==> src/rtl/stall_ctrl_pkg.sv <==
// Shared constants for the pipeline stall sequencer: stall masks, stall bit indices and
// FSM state encodings.
package stall_ctrl_pkg;

    localparam logic [3:0] STALL_NONE = 4'b0000;
    localparam logic [3:0] STALL_ID   = 4'b0011;
    localparam logic [3:0] STALL_EXE  = 4'b0111;
    localparam logic [3:0] STALL_MEM  = 4'b1111;

    localparam int unsigned STALL_PC     = 0;
    localparam int unsigned STALL_IFID   = 1;
    localparam int unsigned STALL_IDEXE  = 2;
    localparam int unsigned STALL_EXEMEM = 3;

    typedef enum logic [1:0] {
        D_IDLE = 2'd0,
        D_BUSY = 2'd1,
        D_DONE = 2'd2
    } div_state_e;

    typedef enum logic {
        M_IDLE = 1'b0,
        M_WAIT = 1'b1
    } mem_state_e;

endpackage

==> src/rtl/stall_ctrl_timer.sv <==
// Loadable down-counter with zero flag; used for the divide length and the memory timeout.
module stall_timer #(
    parameter int unsigned CNT_W = 6
) (
    input  logic             clk,
    input  logic             rst,
    input  logic             clr,
    input  logic             load,
    input  logic [CNT_W-1:0] load_val,
    input  logic             dec,
    output logic             zero
);

    logic [CNT_W-1:0] cnt_q;

    always_ff @(posedge clk or posedge rst) begin
        if (rst) begin
            cnt_q <= '0;
        end else if (clr) begin
            cnt_q <= '0;
        end else if (load) begin
            cnt_q <= load_val;
        end else if (dec && (cnt_q != '0)) begin
            cnt_q <= cnt_q - 1'b1;
        end
    end

    assign zero = (cnt_q == '0);

endmodule

==> src/rtl/stall_ctrl.sv <==
// Pipeline stall sequencer: merges load-use, divider and memory-wait stalls into one
// stall vector, times out stuck memory accesses and counts PC-stall cycles.
module stall_ctrl
    import stall_ctrl_pkg::*;
#(
    parameter int unsigned DIV_CYCLES  = 32,
    parameter int unsigned MEM_TIMEOUT = 16,
    parameter int unsigned CNT_W       = 6
) (
    input  logic        clk,
    input  logic        rst,
    input  logic        flush,
    input  logic        stallreq_id,
    input  logic        div_start,
    input  logic        mem_req,
    input  logic        mem_ready,
    output logic [3:0]  stall,
    output logic        div_busy,
    output logic        div_done,
    output logic        mem_err,
    output logic [31:0] stall_cnt
);

    localparam logic [CNT_W-1:0] DIV_LOAD = CNT_W'(DIV_CYCLES - 2);
    localparam logic [CNT_W-1:0] MEM_LOAD = CNT_W'(MEM_TIMEOUT - 2);

    div_state_e  div_state_q, div_state_d;
    mem_state_e  mem_state_q, mem_state_d;
    logic        div_load, div_dec, dcnt_zero;
    logic        mem_load, mem_dec, mcnt_zero;
    logic        id_stall, exe_stall, mem_stall;
    logic [31:0] stall_cnt_q;

    always_comb begin
        div_state_d = div_state_q;
        mem_state_d = mem_state_q;
        div_load    = 1'b0;
        div_dec     = 1'b0;
        mem_load    = 1'b0;
        mem_dec     = 1'b0;
        exe_stall   = 1'b0;
        mem_stall   = 1'b0;
        div_done    = 1'b0;
        mem_err     = 1'b0;
        id_stall    = stallreq_id;

        unique case (mem_state_q)
            M_IDLE: begin
                if (mem_req && !mem_ready) begin
                    mem_stall   = 1'b1;
                    mem_load    = 1'b1;
                    mem_state_d = M_WAIT;
                end
            end
            M_WAIT: begin
                if (mem_ready) begin
                    mem_state_d = M_IDLE;
                end else if (!mcnt_zero) begin
                    mem_stall = 1'b1;
                    mem_dec   = 1'b1;
                end else begin
                    mem_err     = 1'b1;
                    mem_state_d = M_IDLE;
                end
            end
            default: mem_state_d = M_IDLE;
        endcase

        // The divider keeps counting while MEM holds the pipe; only the hand-off waits.
        unique case (div_state_q)
            D_IDLE: begin
                if (div_start) begin
                    exe_stall   = 1'b1;
                    div_load    = 1'b1;
                    div_state_d = D_BUSY;
                end
            end
            D_BUSY: begin
                exe_stall = 1'b1;
                if (dcnt_zero) begin
                    div_state_d = D_DONE;
                end else begin
                    div_dec = 1'b1;
                end
            end
            D_DONE: begin
                if (!mem_stall) begin
                    div_done    = 1'b1;
                    div_state_d = D_IDLE;
                end
            end
            default: div_state_d = D_IDLE;
        endcase

        if (flush || rst) begin
            div_state_d = D_IDLE;
            mem_state_d = M_IDLE;
            div_load    = 1'b0;
            div_dec     = 1'b0;
            mem_load    = 1'b0;
            mem_dec     = 1'b0;
            id_stall    = 1'b0;
            exe_stall   = 1'b0;
            mem_stall   = 1'b0;
            div_done    = 1'b0;
            mem_err     = 1'b0;
        end

        stall = (id_stall  ? STALL_ID  : STALL_NONE) |
                (exe_stall ? STALL_EXE : STALL_NONE) |
                (mem_stall ? STALL_MEM : STALL_NONE);
    end

    always_ff @(posedge clk or posedge rst) begin
        if (rst) begin
            div_state_q <= D_IDLE;
            mem_state_q <= M_IDLE;
            stall_cnt_q <= '0;
        end else begin
            div_state_q <= div_state_d;
            mem_state_q <= mem_state_d;
            if (stall[STALL_PC] && (stall_cnt_q != 32'hFFFF_FFFF)) begin
                stall_cnt_q <= stall_cnt_q + 32'd1;
            end
        end
    end

    stall_timer #(
        .CNT_W(CNT_W)
    ) u_div_timer (
        .clk      (clk),
        .rst      (rst),
        .clr      (flush),
        .load     (div_load),
        .load_val (DIV_LOAD),
        .dec      (div_dec),
        .zero     (dcnt_zero)
    );

    stall_timer #(
        .CNT_W(CNT_W)
    ) u_mem_timer (
        .clk      (clk),
        .rst      (rst),
        .clr      (flush),
        .load     (mem_load),
        .load_val (MEM_LOAD),
        .dec      (mem_dec),
        .zero     (mcnt_zero)
    );

    assign div_busy  = (div_state_q != D_IDLE);
    assign stall_cnt = stall_cnt_q;

endmodule

==> config.mk <==
export PLATFORM = sky130hd
export DESIGN_NAME = stall_ctrl
export DESIGN_NICKNAME = d
export VERILOG_FILES = /design/src/rtl/stall_ctrl_pkg.sv /design/src/rtl/stall_ctrl_timer.sv /design/src/rtl/stall_ctrl.sv
export SDC_FILE = /design/constraint.sdc
export NUM_CORES = 1
export LEC_CHECK = 0
export CORE_MARGIN = 8
export CORE_UTILIZATION = 36
export CTS_CLUSTER_SIZE = 28
export DETAILED_ROUTE_END_ITERATION = 8
export GPL_TIMING_DRIVEN = 0
export SETUP_SLACK_MARGIN = 0.3
export SLEW_MARGIN = 20
export SYNTH_ARGS = -nofsm -noshare
export SYNTH_HDL_FRONTEND = slang
export SYNTH_SLANG_ARGS = --single-unit
==> constraint.sdc <==
create_clock -name clk -period 4.3 [get_ports clk]
set_clock_uncertainty 0.1 [all_clocks]
set_input_delay 0.645 -clock clk [delete_from_list [all_inputs] [get_ports clk]]
set_output_delay 0.645 -clock clk [all_outputs]
set_load 0.005 [all_outputs]
==> run_results.csv <==
group,metric,value,unit
detailed_routing,wl_per_cell,14.6,um
finish,regArea,1180,sq um
synth,ys.flop_type,"dfrtp_1",
power,ir_drop,0.251,mV
grt,grt_pass1_vias,2006,
clocking,cts_tree,"built",
clocking,cts_root_buffer,"clkbuf_8",
worst_setup_path,cp_cell_sequence,"clkdlybuf4s50_1 -> or2_4 -> a211o_4 -> nand2_1 -> buf_2 -> buf_4 -> clkdlybuf4s50_1",
timing,tns,0,ps
placed_design,place_ws,769,ps
finish,diodes,0,
finish,drive_above_1_share,13.2,%
worst_setup_path,r2r_start,"u_mem_timer.cnt_q[0]",
finish,syn_to_final_growth,26.3,%
grt,grt_usage,12.0,%
finish,fin_cells,403,
synth,ys_types,53,
timing,slew_violations,0,
worst_setup_path,path_common_cell,"clkdlybuf4s50_1",
worst_setup_path,ff2ff_path_depth,7,
clocking,ctsHoldBuffers,0,
clocking,post-cts-setup-buffers,0,
timing,timing.final.hold_violations,0,
synth,syn_area,2590,sq um
synth,syn_avg_cell_area,10.3,sq um
finish,num-fill-cells,678,
grt,grt.overflow.total,0,
timing,slew_headroom,52.9,%
worst_setup_path,cp-end-kind,"primary output",
placed_design,gp_congestion,0.762,
worst_setup_path,crit_type,"primary input to primary output",
timing,setup_violations,0,
power,seqPwrFrac,51.3,%
timing,fmax,0.285,GHz
worst_hold_path,holdPathStages,1,
run_status,status,"finished clean",
placed_design,dp_hpwl,4320,um
worst_setup_path,r2r_end,"stall_cnt[22]",
floorplan,dieArea,10200,sq um
timing,fin_crit,3510,ps
worst_setup_path,worst_path_dominant_cell_family,"buffers and inverters",
detailed_routing,drc_errors,0,
synth,synth_cells,251,
power,power_frac_clock,27.2,%
worst_hold_path,hold_end,"stall_cnt[17]",
placed_design,place.port_buffers,44,
synth,ys_warn_count,0,
worst_setup_path,crit_path_max_incr_delay,490,ps
power,p_leak,0.00130,uW
worst_setup_path,startpoint_type,"primary input",
worst_hold_path,hold_path.class,"flop to flop",
worst_setup_path,crit_required,3560,ps
synth,synth-edff-count,0,
finish,multi_input_area,1320,sq um
worst_setup_path,slowest_stage,"clkdlybuf4s50_1",
detailed_routing,postRouteAntennaNets,0,
placed_design,placedCellCount,395,
worst_setup_path,path_max_fanout,11,
finish,final_cell_mix,"dfrtp_1, clkdlybuf4s50_1, xnor2_1",
grt,antenna_found_initial,0,
clocking,cts_buffer_depth,2,
timing,tightest_slew,701,ps
finish,nets,315,
detailed_routing,routed_wl,5880,um
detailed_routing,vias,2026,
floorplan,dieHeight,101,um
timing,finalCritPeriodShare,81.7,%
worst_setup_path,r2r_slack,1980,ps
power,power.density,316,nW/um^2
finish,mostFrequentLayoutCell,"dfrtp_1",
worst_setup_path,critPathBufInv,4,
grt,grt_max_degree,30,
clocking,htreeDepth,2,
clocking,cts_resized,0,
clocking,cts_sinks,47,
power,combinationalPowerShare,21.5,%
floorplan,die_w,101,um
detailed_routing,vias_per_cell,5.03,
power,p_switching,303,uW
run,maxCapViolations,0,
worst_hold_path,min_from,"stall_cnt[17]",
grt,grt_pass1_wl,9850,um
synth,async_flop_share,100,%
clocking,clk_pin_slew,90,ps
timing,rsz0062_at_grt,"false",
timing,timing.final.ws_setup,787,ps
worst_setup_path,arrival,2770,ps
floorplan,core_area,7100,sq um
detailed_routing,drt-pass1-iter-count,4,
clocking,cts_buffers,5,
power,p_int,728,uW
synth,synth_seq_area_share,45.5,%
floorplan,ios,46,
detailed_routing,initialDrtViolationCount,51,
synth,synth-seq-cells,47,
power,switching_share,29.4,%
floorplan,num_rows,31,
synth,syn_nets,263,
floorplan,start_util,36.4,%
clocking,clk_latency,300,ps
## metal layers
metal / track usage, % / vias to the layer above / wire length [um] / part of all wire (%)
met1: 15.4 / 975 / 2870 / 49
met2: 19.2 / 37 / 2710 / 46
met4: 3.26 / 0 / 57 / 0.97
met5: 0 / - / 0 / 0
li1: - / 1008 / - / -
met3: 3.18 / 6 / 240 / 4.1
## state kept, by name (all words and copies together), names as in the netlist
| name | cells |
|---|---|
| mem_state_q | 1 |
| u_div_timer.cnt_q | 6 |
| div_state_q | 2 |
| stall_cnt | 32 |
| u_mem_timer.cnt_q | 6 |
## final cells by class
class	instances	share of cell area (%)
Clock inverter	1	0.268
Multi-Input combinational cell	186	40.3
Clock buffer	7	2.64
Sequential cell	47	36.0
Inverter	12	1.38
Buffer	6	1.53
Tap cell	99	3.79
Timing Repair Buffer	45	14.1
## stage by stage
step	utilization, %	hold slack, ps	total power, uW	area [sq um]
final	46.0	398	1030	3270
after global routing	46.0	416	1090	3270
after CTS	46.0	402	1050	3270
after detailed placement	44.7	386	763	3170
after global placement	44.4	390	758	3150
after floorplan	-	380	660	2590
## power groups by stage
| stage | clock [uW] | combinational, uW | sequential [uW] |
|---|---|---|---|
| global route | 307 | 248 | 537 |
| global placement | 0 | 223 | 535 |
| finish | 281 | 221 | 529 |
| detailed placement | 0 | 226 | 537 |
| CTS | 294 | 227 | 529 |
| floorplan | 0 | 132 | 529 |
## worst max path at each step
stage	from	cells after the start	slack, ps	endpoint
after CTS	rst	7	770	stall[1]
after global placement	rst	7	800	stall[1]
final	rst	7	790	stall[1]
after floorplan	flush	6	1730	stall[1]
after global routing	rst	7	660	stall[1]
after detailed placement	rst	7	770	stall[1]
## cell usage after synthesis, drive strengths merged (2+ instances only)
master | number | share of area, %
a211oi | 2 | 1.1
nor3 | 7 | 1.4
or2 | 2 | 0.58
o21ai | 4 | 1.2
nor4 | 5 | 1.2
nand2 | 24 | 3.5
or4 | 3 | 1.0
nand3 | 23 | 4.5
ha | 5 | 2.4
o211ai | 3 | 0.87
nor2 | 13 | 2.3
mux2 | 5 | 2.2
and4 | 4 | 1.5
buf | 5 | 1.7
o311ai | 2 | 0.97
a21oi | 7 | 1.4
dfrtp | 47 | 45
and3 | 8 | 2.0
nor2b | 2 | 0.48
inv | 12 | 1.7
nand2b | 2 | 0.48
xnor2 | 30 | 10
nand4 | 17 | 4.7
and2 | 3 | 0.77
## cells by family after synthesis
kind of cell | share of synthesized area, %
XOR/XNOR | 10.2
flip-flops | 45.5
buffers and inverters | 3.68
adder cells (fa/ha/maj) | 2.42
AND/OR/NAND/NOR | 26.2
multiplexers | 2.18
AO/OA/AOI/OAI | 9.87
Note: power is estimated with default switching activity, not from simulation.
